### src/rtl/instr_encoder.sv
// ARM-subset instruction encoder used as the imem program loader.
// Accepts instruction fields over valid/ready and writes encoded words to consecutive addresses.
package instr_encoder_pkg;

  typedef enum logic [1:0] {
    OP_DP  = 2'b00,
    OP_MEM = 2'b01,
    OP_BR  = 2'b10,
    OP_ILL = 2'b11
  } op_e;

  typedef enum logic [1:0] {
    ST_IDLE = 2'b00,
    ST_LOAD = 2'b01,
    ST_DONE = 2'b10
  } state_e;

  typedef struct packed {
    logic        legal;
    logic [31:0] word;
  } enc_t;

  // Fields of one instruction, grouped so the encoder takes a single argument.
  typedef struct packed {
    logic [1:0]  op;
    logic [3:0]  cmd;
    logic        s_bit;
    logic        imm_sel;
    logic        link;
    logic [3:0]  cond;
    logic [3:0]  rn;
    logic [3:0]  rd;
    logic [3:0]  rm;
    logic [23:0] imm;
  } fields_t;

  // Builds the machine word and flags words the decoder could not execute.
  function automatic enc_t encode(input fields_t f);
    enc_t        e;
    logic [11:0] src2;
    logic        cmp_class;
    logic        s_eff;
    logic [3:0]  rd_eff;

    e         = '0;
    src2      = f.imm_sel ? f.imm[11:0] : {8'h00, f.rm};
    // TST/TEQ/CMP/CMN only exist to set flags and never write a register.
    cmp_class = (f.cmd[3:2] == 2'b10);
    s_eff     = cmp_class ? 1'b1 : f.s_bit;
    rd_eff    = cmp_class ? 4'h0 : f.rd;

    case (op_e'(f.op))
      OP_DP: begin
        case (f.cmd)
          4'b0000, 4'b0001, 4'b0010, 4'b0100, 4'b1100,
          4'b1000, 4'b1001, 4'b1010, 4'b1011: e.legal = 1'b1;
          default:                            e.legal = 1'b0;
        endcase
        e.word = {f.cond, 2'b00, f.imm_sel, f.cmd, s_eff, f.rn, rd_eff, src2};
      end
      OP_MEM: begin
        e.legal = 1'b1;
        // Pre-indexed, add offset, word access, no writeback.
        e.word  = {f.cond, 2'b01, ~f.imm_sel, 1'b1, 1'b1, 1'b0, 1'b0, f.link,
                   f.rn, f.rd, src2};
      end
      OP_BR: begin
        e.legal = 1'b1;
        e.word  = {f.cond, 3'b101, f.link, f.imm};
      end
      default: begin
        e.legal = 1'b0;
        e.word  = '0;
      end
    endcase
    return e;
  endfunction

endpackage

module instr_encoder
  import instr_encoder_pkg::*;
#(
  parameter int DEPTH  = 64,
  parameter int ADDR_W = 6
) (
  input  logic              clk,
  input  logic              reset,
  input  logic              start,
  input  logic              finish,
  input  logic              in_valid,
  output logic              in_ready,
  input  logic [1:0]        op,
  input  logic [3:0]        cmd,
  input  logic              s_bit,
  input  logic              imm_sel,
  input  logic              link,
  input  logic [3:0]        cond,
  input  logic [3:0]        rn,
  input  logic [3:0]        rd,
  input  logic [3:0]        rm,
  input  logic [23:0]       imm,
  output logic              mem_we,
  output logic [31:0]       mem_addr,
  output logic [31:0]       mem_wdata,
  output logic [ADDR_W:0]   count,
  output logic              done,
  output logic              err_illegal
);

  localparam logic [ADDR_W:0] FULL = (ADDR_W + 1)'(DEPTH);
  localparam logic [ADDR_W:0] ONE  = (ADDR_W + 1)'(1);

  state_e          state_q, state_d;
  logic [ADDR_W:0] count_q;
  logic            err_q;
  logic            we_q;
  logic [31:0]     addr_q;
  logic [31:0]     wdata_q;

  fields_t fields;
  enc_t    enc;
  logic    fire;
  logic    enter_load;
  logic    write;

  assign fields = '{op: op, cmd: cmd, s_bit: s_bit, imm_sel: imm_sel, link: link,
                    cond: cond, rn: rn, rd: rd, rm: rm, imm: imm};
  assign enc    = encode(fields);

  // Ready depends on state alone so the producer can never form a loop through in_valid.
  assign in_ready   = (state_q == ST_LOAD) && (count_q != FULL);
  assign fire       = in_valid && in_ready;
  assign write      = fire && enc.legal;
  assign enter_load = (state_d == ST_LOAD) && (state_q != ST_LOAD);

  // NOTE: every signal assigned in always_comb gets a default first, so no path can infer a latch.
  always_comb begin
    state_d = state_q;
    case (state_q)
      ST_IDLE: if (start)  state_d = ST_LOAD;
      ST_LOAD: if (finish) state_d = ST_DONE;
      ST_DONE: if (start)  state_d = ST_LOAD;
      default:             state_d = ST_IDLE;
    endcase
  end

  // NOTE: sequential state uses non-blocking assignments so every register samples pre-edge values.
  always_ff @(posedge clk or negedge reset) begin
    if (!reset) begin
      state_q <= ST_IDLE;
    end else begin
      state_q <= state_d;
    end
  end

  always_ff @(posedge clk or negedge reset) begin
    if (!reset) begin
      count_q <= '0;
      err_q   <= 1'b0;
    end else if (enter_load) begin
      count_q <= '0;
      err_q   <= 1'b0;
    end else begin
      if (write)              count_q <= count_q + ONE;
      if (fire && !enc.legal) err_q   <= 1'b1;
    end
  end

  // Write port: one-cycle registered stage; address and data hold between strobes.
  always_ff @(posedge clk or negedge reset) begin
    if (!reset) begin
      we_q    <= 1'b0;
      addr_q  <= '0;
      wdata_q <= '0;
    end else begin
      we_q <= write;
      if (write) begin
        addr_q  <= {{(29 - ADDR_W){1'b0}}, count_q, 2'b00};
        wdata_q <= enc.word;
      end
    end
  end

  assign mem_we      = we_q;
  assign mem_addr    = addr_q;
  assign mem_wdata   = wdata_q;
  assign count       = count_q;
  assign done        = (state_q == ST_DONE);
  assign err_illegal = err_q;

endmodule

### config.mk
export PLATFORM = sky130hd
export DESIGN_NAME = instr_encoder
export DESIGN_NICKNAME = d
export VERILOG_FILES = /design/src/rtl/instr_encoder.sv
export SDC_FILE = /design/constraint.sdc
export NUM_CORES = 1
export LEC_CHECK = 0
export BUFFER_PORTS_ARGS = -buffer_cell sky130_fd_sc_hd__buf_2
export CORE_ASPECT_RATIO = 0.7
export CORE_MARGIN = 2
export CORE_UTILIZATION = 41
export DETAILED_ROUTE_END_ITERATION = 8
export PLACE_DENSITY = 0.8
export REMOVE_ABC_BUFFERS = 1
export SETUP_SLACK_MARGIN = 0.1
export SYNTH_ARGS = -nofsm -noshare
export SYNTH_HDL_FRONTEND = slang
export SYNTH_SLANG_ARGS = --single-unit
### constraint.sdc
create_clock -name clk -period 1.9 [get_ports clk]
set_input_delay 0.38 -clock clk [delete_from_list [all_inputs] [get_ports clk]]
set_output_delay 0.38 -clock clk [all_outputs]
set_load 0.01 [all_outputs]
==> results.json, run 1 <==
{
  "status": "complete, no violations",
  "dp.cells": 444,
  "yosys_warnings": 0,
  "crit_fanout": 8,
  "final_cells": 460,
  "cts_tree": "yes",
  "fillers": 515,
  "crit_chain": "inv_1 -> ha_2 -> and2_4 -> a211oi_2 -> and4bb_4 -> buf_12 -> mux2_4",
  "arrival_ns": 2.04,
  "gp_congestion": 0.781,
  "synthArstFlopShare": 1.00,
  "p_per_area_nw_per_um2": 1070,
  "fin_crit_sh": 0.978,
  "synth_edf_count": 0,
  "rsz0062_at_grt": "true",
  "cp_data_required_time_ns": 2.08,
  "critPathKind": "reg -> reg",
  "synth-main-ff-cell": "dfrtp_1",
  "min_path_type": "in -> async",
  "cp-end-kind": "flop",
  "layout_common_cells": "buf_2, dfrtp_1, conb_1, inv_1",
  "grt.total_usage": 0.181,
  "die_x_um": 98.5,
  "nets": 443,
  "antenna_left": 0,
  "ios": 129,
  "vias": 2252,
  "antenna_found_initial": 0,
  "insertion_delay_ns": 0.30,
  "mappedNetlistArea_um2": 2560,
  "critPathBufInv": 2,
  "die_area_um2": 6900,
  "grt_max_degree": 28,
  "period_needed_ns": 1.86,
  "drc": 0,
  "crit_family": "simple AND/OR/NAND/NOR gates",
  "area_growth_pct": 44.6,
  "drv_slew": 0,
  "core.rowCount": 24,
  "finalHoldViolCount": 0,
  "maxSlewHeadroom": 0.618,
  "dp_hpwl_um": 4510,
  "ys_ff_latch": 50,
  "cap_violations": 0,
  "dpl_cell_area_um2": 3190,
  "ir_worst_vdd_v": 0.000681,
  "avgSynthCellArea_um2": 9.97,
  "overflow": 0,
  "worst_path_largest_cell_delay_ns": 0.37,
  "cts-hold-fix-buffers": 0,
  "worst_pin_slew_ns": 0.573,
  "p_total_uw": 3970,
  "ys_seq_area_frac": 0.489,
  "clkTransAtPathRegs_ns": 0.10,
  "wl_um": 6420,
  "cts_max_path_buffers": 2,
  "finalSetupViolations": 0,
  "diodes": 0,
  "root_buffer": "clkbuf_8",
  "clkSinkCount": 50,
  "die_h_um": 70.1,
  "mostFrequentLayoutCell": "buf_2",
  "fin_area_um2": 3700,
  "portBuffers": 103,
  "cts_buffers": 5,
  "crit_path_top_delay_cell": "and4bb_4",
  "p_leak_uw": 0.00189,
  "wl_per_cell_um": 14.0,
  "startpoint_type": "flop",
  "drive_gt1_frac": 0.503,
  "synth_cell_types": 37,
  "synth_cells": 257,
  "fin_setup_tns_ns": 0,
  "viasPerCell": 4.90,
  "grt_pass1_wl_um": 10100,
  "dr.pass1.iters": 4,
  "grt_pass1_vias": 2161,
  "htreeDepth": 2,
  "drt-initial-drc-count": 88,
  "start_util": 0.418,
  "skew_ns": 0.00793,
  "core_um2": 6130,
  "fmax_mhz": 538
}
## area by class of cell
type / count / area [um^2] / area share
Sequential cell: 50 / 1250 / 0.338
Clock buffer: 6 / 82.6 / 0.0223
Clock inverter: 1 / 30.0 / 0.00811
Timing Repair Buffer: 132 / 881 / 0.238
Inverter: 21 / 78.8 / 0.0213
Tap cell: 78 / 97.6 / 0.0264
Multi-Input combinational cell: 172 / 1280 / 0.346
## cell usage after synthesis, drive strengths merged (3+ instances only)
cell,count,area share
nand2b,3,0.0073
a21oi,20,0.039
nor2,24,0.035
mux2i,4,0.016
buf,33,0.099
a31oi,3,0.0073
a22oi,15,0.044
clkbuf,5,0.0073
o21ai,16,0.031
nand3,12,0.023
nor2b,6,0.015
dfrtp,50,0.49
ha,7,0.034
mux2,8,0.045
inv,21,0.031
nand2,8,0.012
## registers in the layout, summed over array words and instances (netlist names)
signal	count
count	7
err_illegal	1
mem_addr	7
mem_wdata	32
mem_we	1
state_q	2
## worst register-to-register path, delay by kind of cell, from the launching register on
| family | cells | cell delay [ns] |
|---|---|---|
| flip-flops | 1 | 0.36 |
| multiplexers | 1 | 0.31 |
| AND/OR/NAND/NOR | 2 | 0.50 |
| adder cells (fa/ha/maj) | 1 | 0.17 |
| AO/OA/AOI/OAI | 1 | 0.19 |
| buffers and inverters | 2 | 0.22 |
## final timing paths
path	end	slack, ns	cells past startpoint	start
min reg2reg	err_illegal	0.52	2	err_illegal
min in group clk	state_q[0]	0.28	2	finish
min	mem_addr[4]	0.06	1	reset
max in group asynchronous	mem_wdata[16]	1.29	2	reset
max	mem_addr[3]	0.04	7	count[1]
max reg2reg	mem_addr[3]	0.04	7	count[1]
## report_power, final
group / internal [uW] / switching (uW) / total [uW]
clock: 422 / 354 / 776
sequential: 1430 / 253 / 1680
combinational: 738 / 771 / 1510
total: 2590 / 1380 / 3970
## through the flow
step / hold WS, ns / util / worst slack, ns
CTS: 0.0691 / 0.557 / 0.0252
finish: 0.0566 / 0.604 / 0.0421
global placement: 0.395 / 0.521 / -0.0209
global route: 0.0933 / 0.604 / -0.0243
detailed placement: 0.403 / 0.521 / -0.102
floorplan: 0.0844 / - / -1.30
## timing repair
action | 4_1_cts | 5_1_grt
endpoints found under the setup margin | 28 | 45
gates cloned | 2 | 2
buffers inserted | 2 | 4
pin swaps | 5 | 10
resized for setup | 12 | 60
## per-layer routing
layer	vias up	GRT usage	share of wire
met1	1077	0.241	0.43
met5	-	0	0
met4	0	0.0365	0.0053
li1	1074	-	-
met2	96	0.301	0.49
met3	5	0.0501	0.074
## cell families (layout without fill, tap and decap cells)
group                    after synthesis  in the layout  synth area share
AND/OR/NAND/NOR                       64             64             0.124
buffers and inverters                 59            160             0.137
multiplexers                          12             12            0.0611
XOR/XNOR                               1              1           0.00342
adder cells (fa/ha/maj)                7              7            0.0342
AO/OA/AOI/OAI                         63             63             0.151
flip-flops                            50             50             0.489
other                                  1             25           0.00146
Note: power is estimated with default switching activity, not from simulation.
==> run 2: changes to the inputs <==
- PLACE_DENSITY: 0.8 -> not set
- PLACE_DENSITY_LB_ADDON: not set -> 0.15
==> results.json, run 2 (synthesized netlist as in run 1, its figures left out) <==
{
  "status": "complete, no violations",
  "dr.pass1.iters": 4,
  "viasPerCell": 4.75,
  "start_util": 0.418,
  "wl_um": 5850,
  "dp_hpwl_um": 4410,
  "die_h_um": 70.1,
  "insertion_delay_ns": 0.30,
  "cts_tree": "yes",
  "min_path_type": "in -> async",
  "reg2reg_from": "count[0]",
  "drive_gt1_frac": 0.406,
  "portBuffers": 103,
  "ir_worst_vdd_v": 0.000461,
  "die_area_um2": 6900,
  "nets": 440,
  "finalHoldViolCount": 0,
  "fin_setup_tns_ns": 0,
  "crit_start": "count[0]",
  "drv_slew": 0,
  "finish.utilization": 0.557,
  "fmax_mhz": 547,
  "maxSlewHeadroom": 0.654,
  "vias": 2173,
  "startpoint_type": "flop",
  "crit_fanout": 11,
  "worst_pin_slew_ns": 0.519,
  "root_buffer": "clkbuf_8",
  "drc": 0,
  "multi_input_area_um2": 1090,
  "area_growth_pct": 33.3,
  "grt_pass1_wl_um": 9890,
  "antenna_found_initial": 0,
  "diodes": 0,
  "ios": 129,
  "p_leak_uw": 0.00182,
  "core_um2": 6130,
  "grt_max_degree": 30,
  "die_x_um": 98.5,
  "htreeDepth": 2,
  "grt_pass1_vias": 2031,
  "clkSinkCount": 50,
  "cp-end-kind": "flop",
  "fillers": 569,
  "p_per_area_nw_per_um2": 1020,
  "r2r_slack_ns": 0.07,
  "overflow": 0,
  "layout_common_cells": "buf_2, dfrtp_1, conb_1, nor2_1, inv_1",
  "antenna_left": 0,
  "cts_max_path_buffers": 2,
  "drt-initial-drc-count": 72,
  "gp_congestion": 0.783,
  "seq_area_um2": 1250,
  "cp_data_required_time_ns": 2.08,
  "arrival_ns": 2.01,
  "period_needed_ns": 1.83,
  "core.rowCount": 24,
  "fin_crit_sh": 0.962,
  "finalSetupViolations": 0,
  "clkTransAtPathRegs_ns": 0.09,
  "rsz0062_at_grt": "true",
  "wl_per_cell_um": 12.8,
  "grt.total_usage": 0.176,
  "cap_violations": 0,
  "mostFrequentLayoutCell": "buf_2",
  "critPathKind": "reg -> reg",
  "skew_ns": 0.00982,
  "largest_reg_flops": 32,
  "r2r_end": "mem_addr[4]",
  "cts_buffers": 5,
  "setup.worst_path.end": "mem_addr[4]",
  "reg2regPathDepth": 7
}
[run 2: changes by cell type in the layout (fill, tap and decap cells not counted), moves of 7 or more]
cell and delta:
nor2_1 +10, nand3_1 +7, a21oi_2 -9, o21ai_0 +8, a21oi_1 +9, nor2_4 -9
[run 2: routing by layer]
layer / track usage / vias to the layer above / routed length (um)
met3: 0.0521 / 5 / 500
met2: 0.258 / 81 / 2460
met1: 0.261 / 1018 / 2870
met4: 0.0320 / 0 / 25
li1: - / 1069 / -
met5: 0 / - / 0
[run 2: power breakdown]
part / internal, uW / total (uW) / switching [uW]
Combinational: 604 / 1300 / 696
Clock: 254 / 576 / 322
Sequential: 1430 / 1620 / 190
Total: 2290 / 3500 / 1210
[run 2: how the worst min path moves through the flow]
stage                from       endpoint  slack [ns]  cells after the start
finish              reset  mem_wdata[22]        0.05                      1
global route        reset  mem_wdata[22]        0.08                      1
CTS                 reset  mem_wdata[22]        0.06                      1
global placement    reset  mem_wdata[22]        0.39                      1
floorplan           reset       count[0]        0.08                      0
detailed placement  reset  mem_wdata[22]        0.39                      1
[run 2: per-stage QoR]
stage          hold slack, ns  instance area, um^2  total power, uW  worst slack [ns]  cells
3_3_place_gp            0.389                 3220             2890           -0.0269    447
6_report               0.0463                 3410             3500            0.0723    457
3_5_place_dp            0.389                 3220             2910           -0.0390    447
5_1_grt                0.0793                 3410             3780          -0.00202    457
2_1_floorplan          0.0844                 2380             2280             -1.30    243
4_1_cts                0.0581                 3370             3520            0.0835    456
[run 2: area by class of cell]
class,instances,area share
Sequential cell,50,0.366
Multi-Input combinational cell,172,0.320
Timing Repair Buffer,129,0.240
Tap cell,78,0.0286
Inverter,21,0.0231
Clock buffer,7,0.0224
[run 2: what timing repair did]
action / 4_1_cts / 5_1_grt
pin swaps: 1 / 1
gates resized for setup: 8 / 5
cloned: 1 / 1
hold buffers: 0 / 0
setup endpoints to repair: 45 / 45
buffers inserted: 1 / 0
[run 2: critical path, stage by stage, from the launching register on]
cell      delay [ns]
dfrtp_1         0.36
inv_1           0.05
ha_2            0.17
and2_4          0.14
a211oi_2        0.18
and4bb_4        0.31
buf_12          0.16
mux2_2          0.33
